==> src/rtl/jtdsp16_ext_bridge.sv <==
// jtdsp16_ext_bridge: DSP16 external-ROM port to system memory bus bridge
// Latches the core address, runs the memory handshake with a one-cycle guard
// against stale ok and a watchdog, and holds the returned word for the core.
// ext_rq/ext_ok feed the clock-enable divider so it freezes while a read is pending.
// Optional one-entry read cache: define JTDSP16_EXTCACHE_EN.
// Ports:
//   clk, rst_n          clock, asynchronous active-low reset
//   cen                 master clock enable (debug qualifier only)
//   cendiv              divided enable, marks core instruction boundaries
//   core_rd, core_addr  core external read request and address
//   core_data           word returned to the core
//   ext_rq, ext_ok      access in progress / data valid, to the divider
//   rom_cs, rom_addr    memory request strobe and address
//   rom_data, rom_ok    memory data and data valid
//   err                 sticky watchdog-timeout flag
module jtdsp16_ext_bridge #(
   parameter int AW   = 16,
   parameter int DW   = 16,
   parameter int TOUT = 255
) (
   input  logic          clk,
   input  logic          rst_n,
   input  logic          cen,
   input  logic          cendiv,
   input  logic          core_rd,
   input  logic [AW-1:0] core_addr,
   output logic [DW-1:0] core_data,
   output logic          ext_rq,
   output logic          ext_ok,
   output logic          rom_cs,
   output logic [AW-1:0] rom_addr,
   input  logic [DW-1:0] rom_data,
   input  logic          rom_ok,
   output logic          err
);
   localparam int CW = $clog2(TOUT);
   localparam logic [CW-1:0] CNT_MAX = CW'(TOUT - 1);
   typedef enum logic [1:0] {IDLE, GUARD, WAIT, DONE} state_t;
   state_t        st_q;
   logic [CW-1:0] cnt_q;
   logic [AW-1:0] rom_addr_q;
   logic [DW-1:0] core_data_q;
   logic          ext_rq_q, ext_ok_q, rom_cs_q, err_q;
   logic          dbg_unused;
   assign dbg_unused = cen;
`ifdef JTDSP16_EXTCACHE_EN
   logic [AW-1:0] tag_q;
   logic [DW-1:0] cword_q;
   logic          cval_q;
   logic          hit;
   assign hit = cval_q && (core_addr == tag_q);
`endif
   always_ff @(posedge clk or negedge rst_n)
      if (!rst_n) begin
         st_q        <= IDLE;
         cnt_q       <= '0;
         rom_addr_q  <= '0;
         core_data_q <= '0;
         ext_rq_q    <= 1'b0;
         ext_ok_q    <= 1'b0;
         rom_cs_q    <= 1'b0;
         err_q       <= 1'b0;
`ifdef JTDSP16_EXTCACHE_EN
         tag_q       <= '0;
         cword_q     <= '0;
         cval_q      <= 1'b0;
`endif
      end else begin
         case (st_q)
            IDLE: if (cendiv && core_rd) begin
               rom_addr_q <= core_addr;
               ext_rq_q   <= 1'b1;
               cnt_q      <= '0;
`ifdef JTDSP16_EXTCACHE_EN
               // a tag hit answers from the cache without touching memory
               ext_ok_q   <= hit;
               rom_cs_q   <= !hit;
               st_q       <= hit ? DONE : GUARD;
               if (hit) core_data_q <= cword_q;
`else
               ext_ok_q   <= 1'b0;
               rom_cs_q   <= 1'b1;
               st_q       <= GUARD;
`endif
            end
            // rom_ok here may belong to the arbiter's previous grant
            GUARD: st_q <= WAIT;
            WAIT: if (rom_ok) begin
               core_data_q <= rom_data;
               ext_ok_q    <= 1'b1;
               st_q        <= DONE;
`ifdef JTDSP16_EXTCACHE_EN
               tag_q       <= rom_addr_q;
               cword_q     <= rom_data;
               cval_q      <= 1'b1;
`endif
            end else if (cnt_q == CNT_MAX) begin
               core_data_q <= '1;
               err_q       <= 1'b1;
               ext_ok_q    <= 1'b1;
               st_q        <= DONE;
            end else cnt_q <= cnt_q + 1'b1;
            DONE: if (cendiv) begin
               if (!core_rd) begin
                  ext_rq_q <= 1'b0;
                  ext_ok_q <= 1'b0;
                  rom_cs_q <= 1'b0;
                  st_q     <= IDLE;
               end else if (core_addr != rom_addr_q) begin
                  // back-to-back access keeps the strobe up
                  rom_addr_q <= core_addr;
                  ext_ok_q   <= 1'b0;
                  rom_cs_q   <= 1'b1;
                  cnt_q      <= '0;
                  st_q       <= GUARD;
               end
            end
            default: st_q <= IDLE;
         endcase
      end
   assign core_data = core_data_q;
   assign ext_rq    = ext_rq_q;
   assign ext_ok    = ext_ok_q;
   assign rom_cs    = rom_cs_q;
   assign rom_addr  = rom_addr_q;
   assign err       = err_q;
endmodule

==> config.mk <==
export PLATFORM = sky130hd
export DESIGN_NAME = jtdsp16_ext_bridge
export DESIGN_NICKNAME = d
export VERILOG_FILES = /design/src/rtl/jtdsp16_ext_bridge.sv
export SDC_FILE = /design/constraint.sdc
export NUM_CORES = 1
export LEC_CHECK = 0
export CAP_MARGIN = 15
export CORE_MARGIN = 5
export CORE_UTILIZATION = 50
export CTS_CLUSTER_SIZE = 14
export DETAILED_ROUTE_END_ITERATION = 12
export PLACE_DENSITY = 0.86
export SYNTH_ARGS = -nofsm -noshare
export SYNTH_HDL_FRONTEND = slang
export SYNTH_SLANG_ARGS = --single-unit
==> constraint.sdc <==
create_clock -name clk -period 3.24 [get_ports clk]
set_input_delay 0.648 -clock clk [delete_from_list [all_inputs] [get_ports clk]]
set_output_delay 0.648 -clock clk [all_outputs]
set_load 0.02 [all_outputs]
Word level (Yosys, flattened, before mapping):

Index checks and enable logic that the tools add are counted.

* bits in registers: 46
* input port bits: 38
* output and inout bits: 36
* word-level logic and storage cells: 73

* add/sub/neg operators: 1
* equality and inequality tests: 14
* muxes and demuxes: 36
* bitwise logic cells: 1
* reduce and logical (&&, ||, !) cells: 13

Operator list (number)
* $mux 16: 6
* $mux 8: 6
* $pmux 16 s2: 1
* $pmux 8 s3: 1
* $ne 16x16->1: 1
* $ne 2x2->1 const B: 7
* $mux 1: 12
* $mux 2: 6
* $reduce_and 4->1: 3
* $reduce_and 5->1: 2
* $add 8x1->8 const B: 1
* $eq 8x8->1 const B: 1
* $pmux 2 s4: 1
* $reduce_and 7->1: 1
* $ne 3x3->1 const B: 2
* $eq 2x2->1 const B: 2
* $pmux 1 s2: 2
* $reduce_bool 2->1: 2
* $pmux 1 s3: 1
* $reduce_and 3->1: 1
* $reduce_bool 3->1: 1
* $eq 2x1->1 const B: 1
* $logic_not 2->1: 1
* $reduce_and 2->1: 1
* 2 further kinds: 2

Longest topological paths before layout:

* depth after elaboration: 5
* depth in mapped cells: 8
* mapped depth without buffers: 7

Least setup slack after synthesis:

No wires, ideal clock.

* path kind: input to register
* start: input cendiv
* end: register cnt_q[1]
* library setup time: 125 ps
* arrival time: 1940 ps
* data required time: 3115 ps
* setup slack: 1176 ps
* stages: 5
* buffers on the path: 1
* path through: buf_2 nand2_1 a211oi_4 a21boi_2 mux2_2

* word-level cells in the longest chain between the ends: 3
* elaborated cells on any way between the ends: 4
* those cells by class: 2 x eq/ne; 2 x reduce/logical

Ends and longest elaborated chain
* start: declaration: line 24 `input logic cendiv,`
* $logic_and 1x1->1: line 70 `IDLE: if (cendiv && core_rd) begin`
* $ne 2x2->1 (no line)
* $reduce_and 7->1 (no line) *
* end signal: assignment: line 102 `end else cnt_q <= cnt_q + 1'b1;`
* end: declaration: line 40 `logic [CW-1:0] cnt_q;`

Every way passes the cells marked *; elsewhere a longest branch is shown, timed or not.
A chain may end at the register's enable or synchronous reset.

Worst setup path after layout:

* start: register st_q[0]
* end: register cnt_q[2]

* word-level cells in the longest chain between the ends: 3
* elaborated cells on any way between the ends: 12
* those cells by class: 8 x eq/ne; 1 x mux; 3 x reduce/logical

Ends and longest elaborated chain
* start: declaration: line 39 `state_t st_q;`
* start signal: assignment: line 55 `st_q <= IDLE;`
* start signal: assignment: line 83 `st_q <= GUARD;`
* start signal: assignment: line 87 `GUARD: st_q <= WAIT;`
* $eq 2x2->1 or $logic_not 2->1 (tied branches): line 69 `case (st_q)`
* $ne 2x2->1 (no line) or $reduce_bool 3->1 (tied branches)
* $reduce_and 7->1 (no line)

Parallel ways exist; a longest one is shown, timed or not.

==> summary.txt <==
CP max FO = 17
Worst Clk Skew = 0.00528 ns
Hold Path Sink = err
M2 GR Usage = 28.1%
R2R Path End = cnt_q[2]
EDFF count, synth = 0
Htree depth = 2
RSZ-0062 raised after global routing = false
Die X = 78.3 um
Least-Margin Pin Slew = 1.01 ns
Layer with the highest usage = met2
Endpoints failing setup = 0
Fillers = 309
CTS tree = built
Nets = 310
Dpl cells = 311
Lkg Pwr = 1.32 nW
Worst hold stages = 1
Leading area contributor after synthesis = dfrtp_1
Die ar. = 0.00614 mm2
Synthesized cell area = 0.00233 mm2
FF/Latch Area = 0.00115 mm2
TNS Setup = 0 ns
CP Launch Point = st_q[0]
FP Rows = 24
Clock root cell = clkbuf_8
Crit start category = flop
#FFs+latches synth = 46
GRT overflow = 0
Yosys warns = 0
GR Util met1 = 23.3%
Syn Area/Cell = 12.2 um2
Worst setup margin = 0.569 ns
Max_slew headroom = 33.0%
Max IR drop VDD = 0.000722 V
Multi-input logic area = 0.00111 mm2
DP Worst Slack = 0.472 ns
Most area-consuming cells after synthesis = dfrtp_1 49%, mux2_4 6.4%, o22a_1 6.0%
Area share of the largest cell type after synthesis = 49.3%
Syn Inst Count = 191
Total power = 0.00297 W
Worst path arrival time = 2.85 ns
Clock slew at reported path FFs = 0.08 ns
Die Height = 78.3 um
Clock insertion delay at the later pin of the skew report = 0.29 ns
Worst-case clock buffer depth = 2
Worst Path Required = 3.42 ns
Vias post-DR = 1,838
FFs w/ async S/R, synth = 100%
Seq/Total Area, Yosys = 49.3%
HP Class = flop to flop
Maxcap violations = 0
Final wirelength = 5120 um
Area grow syn2layout = 36.6%
Hold_buf cts = 0
Initial Util = 52.5%
Layout Cells excl Fill = 319
Hold wc startpoint = err
Iteration-0 DRC Markers = 95
Predominant post-synthesis flop cell = dfrtp_1
Port Buffers = 72
DR WL/cell = 16.0 um
Reg2Reg Depth = 8
Final period util = 82.4%
Grt met3 use = 4.58%
Fin crit period = 2.67 ns
Largest net degree at the start of global routing = 47
First-pass GRT wire length = 8670 um
Crit path kind = flop to flop
Syn nets = 235
Reg2reg start = st_q[0]
Final Wtd Congestion = 0.810
Final hold violations = 0
Cell Pwr Density = 930 mW/mm2
Clock Sinks = 46
Outcome = finished, final reports clean
Detail Placement HPWL = 3730 um
DRC Markers = 0
Distinct cells, synth = 40
Setup Fix Bufs, Post-CTS = 0
Final ANT Viol Nets = 0
Diodes inserted = 0
Highest clock rate = 374 MHz
Core Region = 0.00444 mm2
Final Hold Slack = 0.464 ns
GRT Util Overall = 17.5%
Crit. End Element = flop
Vias per cell = 5.76
Vias in the first global route = 1,791
R2r setup slk = 0.57 ns
Pre-antenna DRT Iters = 4
CTS buffer count = 5
Fraction of layout cells with a size suffix above 1 = 14.6%
Initial antenna violation count = 0
Post-CTS sizing = 0
Max-slew violation count = 0
I/O pins = 74
[Yosys cell counts (all sizes together), types with 5 or more instances]
cell type,count
o22a,16
inv,9
nand4,5
a21oi,6
ha,6
clkbuf,5
dfrtp,46
mux2,17
nand2,7
xor2,16
a32o,5
nor2,6
nand3,7
[per-stage QoR]
stage          util, %  area, um2
2_1_floorplan        -       2330
3_3_place_gp      69.6       3090
6_report          71.8       3190
3_5_place_dp      69.6       3090
4_1_cts           71.8       3190
5_1_grt           71.8       3190
[cell usage in the layout, fill, tap and decap left out, drive strengths merged, types with 5 or more instances in the layout]
cell type,n
dfrtp,46
mux2,17
nand2,7
ha,6
inv,9
a32o,5
nand4,5
nor2,6
clkdlybuf4s50,71
xor2,16
o22a,16
clkbuf,6
a21oi,6
nand3,7
[state kept, by name, indices dropped and copies added (netlist names)]
signal,count
core_data,16
ext_ok,1
rom_cs,1
st_q,2
cnt_q,8
err,1
rom_addr,16
ext_rq,1
[worst max-delay path: stages, from the launching register on]
cell and delay, ns:
dfrtp_1 0.43, inv_1 0.10, ha_1 0.45, nand4_1 0.19, o21ai_2 0.63, a211oi_4 0.12
a21boi_2 0.21, buf_4 0.17, a32o_1 0.25
[logic make-up (layout without fill, tap and decap cells)]
| family | after synthesis | count (layout) | share of synthesized area (%) |
|---|---|---|---|
| compound gates | 51 | 51 | 18.3 |
| simple gates | 39 | 39 | 10.1 |
| mux | 17 | 17 | 9.81 |
| buf+inv | 16 | 92 | 3.32 |
| flops | 46 | 46 | 49.3 |
| fa+ha+maj | 6 | 6 | 3.22 |
| xor+xnor | 16 | 16 | 6.00 |
[worst max-delay path by stage]
stage / end / cells past startpoint
2_1_floorplan: cnt_q[1] / 5
3_3_place_gp: cnt_q[1] / 6
3_5_place_dp: cnt_q[1] / 6
4_1_cts: cnt_q[2] / 8
5_1_grt: cnt_q[2] / 8
6_report: cnt_q[2] / 8
[where the power goes]
part | internal, W | switching, W | total [W]
combinational | 0.000817 | 0.000800 | 0.00162
sequential | 0.000808 | 0.000182 | 0.000991
clock | 0.000171 | 0.000187 | 0.000359
[area by class of cell]
cell class / instances / share of cell area (%)
Inverter: 9 / 1.06
Clock buffer: 6 / 2.59
Tap cell: 52 / 2.04
Clock inverter: 2 / 0.392
Sequential cell: 46 / 36.1
Timing Repair Buffer: 75 / 23.1
Multi-Input combinational cell: 129 / 34.7
[layer usage]
layer  part of all wire (%)  wire [um]
met1                     43       2220
met2                     47       2430
met3                    7.7        395
met4                    1.3         68
met5                      0          0
Power figures use the tool's default switching activity.
